<file path="src/rtl/alu_rr_scheduler_pkg.sv">
// alu_rr_scheduler_pkg: ALU opcodes and scheduler FSM state encodings
package alu_rr_scheduler_pkg;
  localparam logic [2:0] ALU_ADD = 3'b000;
  localparam logic [2:0] ALU_SUB = 3'b001;
  localparam logic [2:0] ALU_AND = 3'b010;
  localparam logic [2:0] ALU_OR  = 3'b011;
  localparam logic [2:0] ALU_XOR = 3'b100;
  localparam logic [2:0] ALU_NOR = 3'b101;
  localparam logic [2:0] ALU_SLT = 3'b110;
  localparam logic [2:0] ALU_SLL = 3'b111;
  typedef enum logic [1:0] {
    ST_IDLE = 2'd0,
    ST_EXEC = 2'd1,
    ST_RESP = 2'd2
  } state_t;
endpackage

</file>
<file path="src/rtl/alu_rr_scheduler_if.sv">
// alu_rr_scheduler_if: requester and response bundle between issuing engines and the scheduler
interface alu_rr_scheduler_if #(
  parameter int N    = 32,
  parameter int NREQ = 4,
  parameter int IDW  = 2
);
  logic [NREQ-1:0]   req_valid;
  logic [NREQ-1:0]   req_ready;
  logic [3*NREQ-1:0] req_op;
  logic [N*NREQ-1:0] req_a;
  logic [N*NREQ-1:0] req_b;
  logic              rsp_valid;
  logic              rsp_ready;
  logic [IDW-1:0]    rsp_id;
  logic [N-1:0]      rsp_result;
  logic              rsp_zero;
  logic              busy;
  modport master (
    output req_valid, req_op, req_a, req_b, rsp_ready,
    input  req_ready, rsp_valid, rsp_id, rsp_result, rsp_zero, busy
  );
  modport slave (
    input  req_valid, req_op, req_a, req_b, rsp_ready,
    output req_ready, rsp_valid, rsp_id, rsp_result, rsp_zero, busy
  );
endinterface

</file>
<file path="src/rtl/alu_rr_scheduler_alu.sv">
// n_bit_alu: combinational N-bit ALU with zero flag
module n_bit_alu
  import alu_rr_scheduler_pkg::*;
#(
  parameter int N = 32
) (
  input  logic [N-1:0] operand1,
  input  logic [N-1:0] operand2,
  input  logic [2:0]   control,
  output logic [N-1:0] result,
  output logic         zero
);
  // select the operation; SLT is signed, SLL shifts by the low log2(N) bits of operand2
  always_comb begin
    result = control == ALU_ADD ? operand1 + operand2 :
             control == ALU_SUB ? operand1 - operand2 :
             control == ALU_AND ? operand1 & operand2 :
             control == ALU_OR  ? operand1 | operand2 :
             control == ALU_XOR ? operand1 ^ operand2 :
             control == ALU_NOR ? ~(operand1 | operand2) :
             control == ALU_SLT ? {{(N-1){1'b0}}, $signed(operand1) < $signed(operand2)} :
                                  operand1 << operand2[$clog2(N)-1:0];
    zero = result == '0;
  end
endmodule

</file>
<file path="src/rtl/alu_rr_scheduler_arbiter.sv">
// rr_arbiter: picks the first asserted request at or above ptr, wrapping at NREQ-1
module rr_arbiter #(
  parameter int NREQ = 4,
  parameter int IDW  = 2
) (
  input  logic [NREQ-1:0] req,
  input  logic [IDW-1:0]  ptr,
  output logic [NREQ-1:0] grant,
  output logic [IDW-1:0]  idx,
  output logic            any
);
  // scan offsets from farthest to nearest so the nearest valid index from ptr wins
  always_comb begin
    idx = '0;
    any = 1'b0;
    for (int k = NREQ - 1; k >= 0; k--)
      if (req[(int'(ptr) + k) % NREQ]) begin
        idx = IDW'((int'(ptr) + k) % NREQ);
        any = 1'b1;
      end
    grant = any ? NREQ'(1) << idx : '0;
  end
endmodule

</file>
<file path="src/rtl/alu_rr_scheduler.sv">
// alu_rr_scheduler: round-robin sharing of one ALU among NREQ requesters, one op in flight
module alu_rr_scheduler
  import alu_rr_scheduler_pkg::*;
#(
  parameter int N    = 32,
  parameter int NREQ = 4,
  parameter int IDW  = 2
) (
  input logic clk,
  input logic rst_n,
  alu_rr_scheduler_if.slave bus
);
  state_t         state, state_nx;
  logic [IDW-1:0] rr_ptr, idx, id_q;
  logic [NREQ-1:0] grant;
  logic           any, can_arb, accept, zero;
  logic [2:0]     op_q;
  logic [N-1:0]   a_q, b_q, result;
  rr_arbiter #(.NREQ(NREQ), .IDW(IDW)) u_arb (
    .req(bus.req_valid), .ptr(rr_ptr), .grant(grant), .idx(idx), .any(any)
  );
  n_bit_alu #(.N(N)) u_alu (
    .operand1(a_q), .operand2(b_q), .control(op_q), .result(result), .zero(zero)
  );
  // arbitrate when idle or when the pending response is being consumed this cycle
  always_comb begin
    can_arb = rst_n && (state == ST_IDLE || (state == ST_RESP && bus.rsp_ready));
    accept = can_arb && any;
    bus.req_ready = can_arb ? grant : '0;
    bus.busy = state != ST_IDLE;
    state_nx = state == ST_EXEC ? ST_RESP :
               state == ST_RESP && !bus.rsp_ready ? ST_RESP :
               accept ? ST_EXEC : ST_IDLE;
  end
  // state register
  always_ff @(posedge clk or negedge rst_n)
    if (!rst_n) state <= ST_IDLE;
    else state <= state_nx;
  // operand capture on accept, result capture at the end of EXEC, response drop on handshake
  always_ff @(posedge clk or negedge rst_n)
    if (!rst_n) begin
      rr_ptr <= '0;
      op_q <= '0;
      a_q <= '0;
      b_q <= '0;
      id_q <= '0;
      bus.rsp_valid <= 1'b0;
      bus.rsp_id <= '0;
      bus.rsp_result <= '0;
      bus.rsp_zero <= 1'b0;
    end else begin
      if (accept) begin
        op_q <= bus.req_op[3*idx+:3];
        a_q <= bus.req_a[N*idx+:N];
        b_q <= bus.req_b[N*idx+:N];
        id_q <= idx;
        rr_ptr <= idx == IDW'(NREQ - 1) ? '0 : idx + 1'b1;
      end
      if (state == ST_EXEC) begin
        bus.rsp_valid <= 1'b1;
        bus.rsp_id <= id_q;
        bus.rsp_result <= result;
        bus.rsp_zero <= zero;
      end else if (state == ST_RESP && bus.rsp_ready) bus.rsp_valid <= 1'b0;
    end
endmodule

</file>
<file path="src/flat_wrapper.sv">
// flat-port wrapper written by rule: the top's interface ports become plain ports
module alu_rr_scheduler_flat import alu_rr_scheduler_pkg::*;
#(
  parameter int N    = 32,
  parameter int NREQ = 4,
  parameter int IDW  = 2
)
  (clk, rst_n, bus_req_valid, bus_req_op, bus_req_a, bus_req_b, bus_rsp_ready, bus_req_ready, bus_rsp_valid, bus_rsp_id, bus_rsp_result, bus_rsp_zero, bus_busy);
  alu_rr_scheduler_if #(.N(N), .NREQ(NREQ), .IDW(IDW)) bus_i ();
  input logic clk;
  input logic rst_n;
  input wire logic [$bits(bus_i.req_valid)-1:0] bus_req_valid;
  input wire logic [$bits(bus_i.req_op)-1:0] bus_req_op;
  input wire logic [$bits(bus_i.req_a)-1:0] bus_req_a;
  input wire logic [$bits(bus_i.req_b)-1:0] bus_req_b;
  input wire logic [$bits(bus_i.rsp_ready)-1:0] bus_rsp_ready;
  output wire logic [$bits(bus_i.req_ready)-1:0] bus_req_ready;
  output wire logic [$bits(bus_i.rsp_valid)-1:0] bus_rsp_valid;
  output wire logic [$bits(bus_i.rsp_id)-1:0] bus_rsp_id;
  output wire logic [$bits(bus_i.rsp_result)-1:0] bus_rsp_result;
  output wire logic [$bits(bus_i.rsp_zero)-1:0] bus_rsp_zero;
  output wire logic [$bits(bus_i.busy)-1:0] bus_busy;
  assign bus_i.req_valid = bus_req_valid;
  assign bus_i.req_op = bus_req_op;
  assign bus_i.req_a = bus_req_a;
  assign bus_i.req_b = bus_req_b;
  assign bus_i.rsp_ready = bus_rsp_ready;
  assign bus_req_ready = bus_i.req_ready;
  assign bus_rsp_valid = bus_i.rsp_valid;
  assign bus_rsp_id = bus_i.rsp_id;
  assign bus_rsp_result = bus_i.rsp_result;
  assign bus_rsp_zero = bus_i.rsp_zero;
  assign bus_busy = bus_i.busy;
  alu_rr_scheduler #(.N(N), .NREQ(NREQ), .IDW(IDW)) u_core (.clk(clk), .rst_n(rst_n), .bus(bus_i));
endmodule
</file>
<file path="config.mk">
export PLATFORM = sky130hd
export DESIGN_NAME = alu_rr_scheduler_flat
export DESIGN_NICKNAME = d
export VERILOG_FILES = /design/src/rtl/alu_rr_scheduler_pkg.sv /design/src/rtl/alu_rr_scheduler_if.sv /design/src/rtl/alu_rr_scheduler_alu.sv /design/src/rtl/alu_rr_scheduler_arbiter.sv /design/src/rtl/alu_rr_scheduler.sv /design/src/flat_wrapper.sv
export SDC_FILE = /design/constraint.sdc
export NUM_CORES = 1
export LEC_CHECK = 0
export BUFFER_PORTS_ARGS = -buffer_cell sky130_fd_sc_hd__buf_2
export CORE_MARGIN = 4
export CORE_UTILIZATION = 51
export CTS_CLUSTER_SIZE = 24
export DETAILED_ROUTE_END_ITERATION = 6
export PLACE_DENSITY = 0.76
export SKIP_LAST_GASP = 1
export SLEW_MARGIN = 20
export SYNTH_ARGS = -nofsm -noshare
export SYNTH_HDL_FRONTEND = slang
export SYNTH_HIERARCHICAL = 1
export SYNTH_SLANG_ARGS = --single-unit
</file>
<file path="constraint.sdc">
create_clock -name clk -period 11.44 [get_ports clk]
set_input_delay 1.716 -clock clk [delete_from_list [all_inputs] [get_ports clk]]
set_output_delay 1.716 -clock clk [all_outputs]
set_load 0.05 [all_outputs]
</file>
==> flow_metrics.py <==
metrics = {
    "yosys": {
        "synthCells": 1613,
        "synth_top_family_by_area": "multiplexers",
        "synth_top_cell_by_area": "dfrtp_1",
        "synth_xor_xnor_area_share_pct": 0.989,
        "synth_area_um2": 14200,
        "synth.top_cell.area_share_pct": 19.3,
        "synth_mux_area_share_pct": 26.7,
        "synth_fa_ha_area_share_pct": 8.94,
        "yosysMostFrequentCell": "mux2_2",
        "synth_area_leaders": "dfrtp_1 (19%), mux4_2 (13%), mux2_2 (9.6%), ha_1 (8.7%), o21ai_0 (4.0%)",
        "ys_seq_elements": 109,
        "synthSimpleGateAreaFrac_pct": 13.6,
        "synthArstFlopShare_pct": 100,
        "synthTopCellsByCount": "mux2_2 (121), nor2_1 (116), o21ai_0 (114)",
        "synth_ff_type": "dfrtp_1",
        "synth_edf_count": 0,
        "syn-num-nets": 1988,
        "ys_warn_count": 6,
        "synth_compound_area_share_pct": 23.5,
        "yosysSeqAreaShare_pct": 19.3,
        "ys_types": 89,
        "avgSynthCellArea_um2": 8.78,
    },
    "worst_setup_path": {
        "critPathBufInv": 2,
        "cp_top_family": "simple AND/OR/NAND/NOR gates",
        "crit_fanout": 44,
        "start_kind": "flip-flop",
        "slowest_delay_ps": 760,
        "cp.arrival_ps": 6390,
        "path_class": "reg -> reg",
        "crit_path_end_kind": "flip-flop",
        "cp.required_ps": 11750,
        "slowest_stage": "clkinv_1",
        "worstPathCellList": "buf_4 > clkinv_1 > ha_1 > a211oi_1 > o21ai_0 > a21boi_0 > xnor2_1 > nand2_1 > a2111o_1 > or4b_1 > or4_1 > or4_1 > nor4_1 > nor3b_2 > mux2_2",
        "critPathMostFrequentCell": "or4_1",
    },
    "outcome": {
        "violations": "DRC",
        "status": "finished with violations",
    },
    "hold_path": {
        "hp-class": "reg -> reg",
    },
    "placed_design": {
        "hpwl_mm": 41.6,
        "io_buffer_count": 315,
        "dp_slack_ps": 5460,
        "gp_congestion": 1.02,
    },
    "global_routing": {
        "antenna_found_initial": 0,
        "grt_pass1_wl_mm": 80.5,
        "grt_use_total_pct": 33.1,
        "grt_overflow": 0,
        "grt_pass1_vias": 14000,
        "grt_max_degree": 64,
    },
    "clocking": {
        "cts_tree": "built",
        "ctsResizeCount": 0,
        "clk_latency_ps": 370,
        "numCtsBuffers": 9,
        "cts_htree_levels": 3,
        "cts-root-buf": "clkbuf_16",
        "ctsHoldBuffers": 0,
        "clock_sinks": 109,
        "clk_pin_slew_ps": 90,
        "postCtsSetupRepairBufs": 0,
        "clockBufferDepth": 2,
    },
    "cells_and_area": {
        "areaGrowthSynthToFinish_pct": 13.7,
        "final_nets": 2210,
        "regArea_um2": 2730,
        "fill_cells": 2468,
        "drive_above_1_share_pct": 31.9,
        "multi_input_area_um2": 10500,
    },
    "sta": {
        "fin_crit_ps": 6080,
        "period_share_pct": 53.2,
        "tightestPinTransition_ps": 1240,
        "timing.final.ws_setup_ps": 5360,
        "slew_headroom_pct": 17.2,
        "hold_violations": 0,
        "setup_viol": 0,
        "clock.fmax_mhz": 164,
        "rsz0062_at_grt": "false",
        "fin_skew_ps": 11.1,
        "fin_tns_setup_ps": 0,
        "slew_violations": 0,
    },
    "detailed_routing": {
        "via_per_inst": 6.66,
        "ant_nets": 0,
        "drc": 2,
        "via_count": 14700,
        "firstDrtPassIters": 7,
        "routed_wl_mm": 52.9,
        "wl_per_cell_um": 23.9,
        "drt-initial-drc-count": 2275,
    },
    "floorplanning": {
        "die_x_um": 175,
        "core_area_um2": 27200,
        "dieArea_um2": 30500,
        "start_util_pct": 52.1,
        "placementRows": 60,
        "dieHeight_um": 175,
        "ios": 316,
    },
    "job": {
        "drv_cap": 0,
    },
}
-- sequential cells by signal (all words and copies together), names as in the netlist --
register and count:
u_core/a_q 32, u_core/b_q 32, u_core/bus.rsp_result 32, u_core/op_q 3
u_core/bus.rsp_id 2, u_core/id_q 2, u_core/rr_ptr 2, u_core/state 2
u_core/bus.rsp_valid 1, u_core/bus.rsp_zero 1
-- placed cells by master, fill, tap and decap left out, drive strengths merged, types with 81 or more instances in the layout --
cell type and count:
a21oi 110, buf 336, dfrtp 109, ha 98
inv 107, mux2 129, mux4 81, nand2 111
nor2 116, o21ai 115
-- worst reg2reg max path, delay by kind of cell (launching register included) --
kind / cells / cell delay, ps
AO/OA/AOI/OAI: 4 / 1550
AND/OR/NAND/NOR: 6 / 2070
XOR/XNOR: 1 / 140
adder cells (fa/ha/maj): 1 / 620
flip-flops: 1 / 330
buffers and inverters: 2 / 1170
multiplexers: 1 / 160
-- metrics by stage --
stage	util [%]	instance area, um^2	hold WS, ps	cells
2_1_floorplan	-	14200	474	1613
3_3_place_gp	58.2	15800	484	2196
3_5_place_dp	58.2	15800	491	2196
4_1_cts	59.3	16100	509	2212
5_1_grt	59.3	16100	523	2212
6_report	59.3	16100	503	2213
-- path summary, 6_finish.rpt --
check | start | end | slack (ps) | depth (start not counted)
worst max-delay path | u_core/b_q[1] | u_core/bus.rsp_zero | 5360 | 15
worst min-delay path | u_core/bus.rsp_result[18] | u_core/bus.rsp_result[18] | 500 | 1
worst max register to register | u_core/b_q[1] | u_core/bus.rsp_zero | 5360 | 15
worst min register to register | u_core/bus.rsp_result[18] | u_core/bus.rsp_result[18] | 500 | 1
max in group asynchronous | rst_n | u_core/op_q[0] | 9090 | 2
min in group asynchronous | rst_n | u_core/a_q[19] | 1360 | 1
-- layer usage --
metal  vias to the layer above  track usage (%)  routed length, um
met5                         -                0                  0
met4                         0             10.3               1910
met3                       139             6.97               6150
met2                       994             50.8              23100
met1                      7065             47.2              21700
li1                       6533                -                  -
-- logic make-up after synthesis --
| logic type | count (synthesis) |
|---|---|
| compound gates | 499 |
| xor+xnor | 16 |
| fa+ha+maj | 100 |
| buf+inv | 231 |
| flops | 109 |
| mux | 257 |
| simple gates | 401 |
-- cell type report --
type,instances,share of cell area (%)
multi-input cells,1273,65.0
flip-flops and latches,109,16.9
repair buffers,336,10.8
well taps,372,2.89
inverters,106,2.47
clock buffers,10,1.48
clock inverters,6,0.388
diodes,1,0.0155
Power is left out: the tool's default activity adds up to more than one toggle a clock period on the data nets, which glitch-free logic cannot reach.
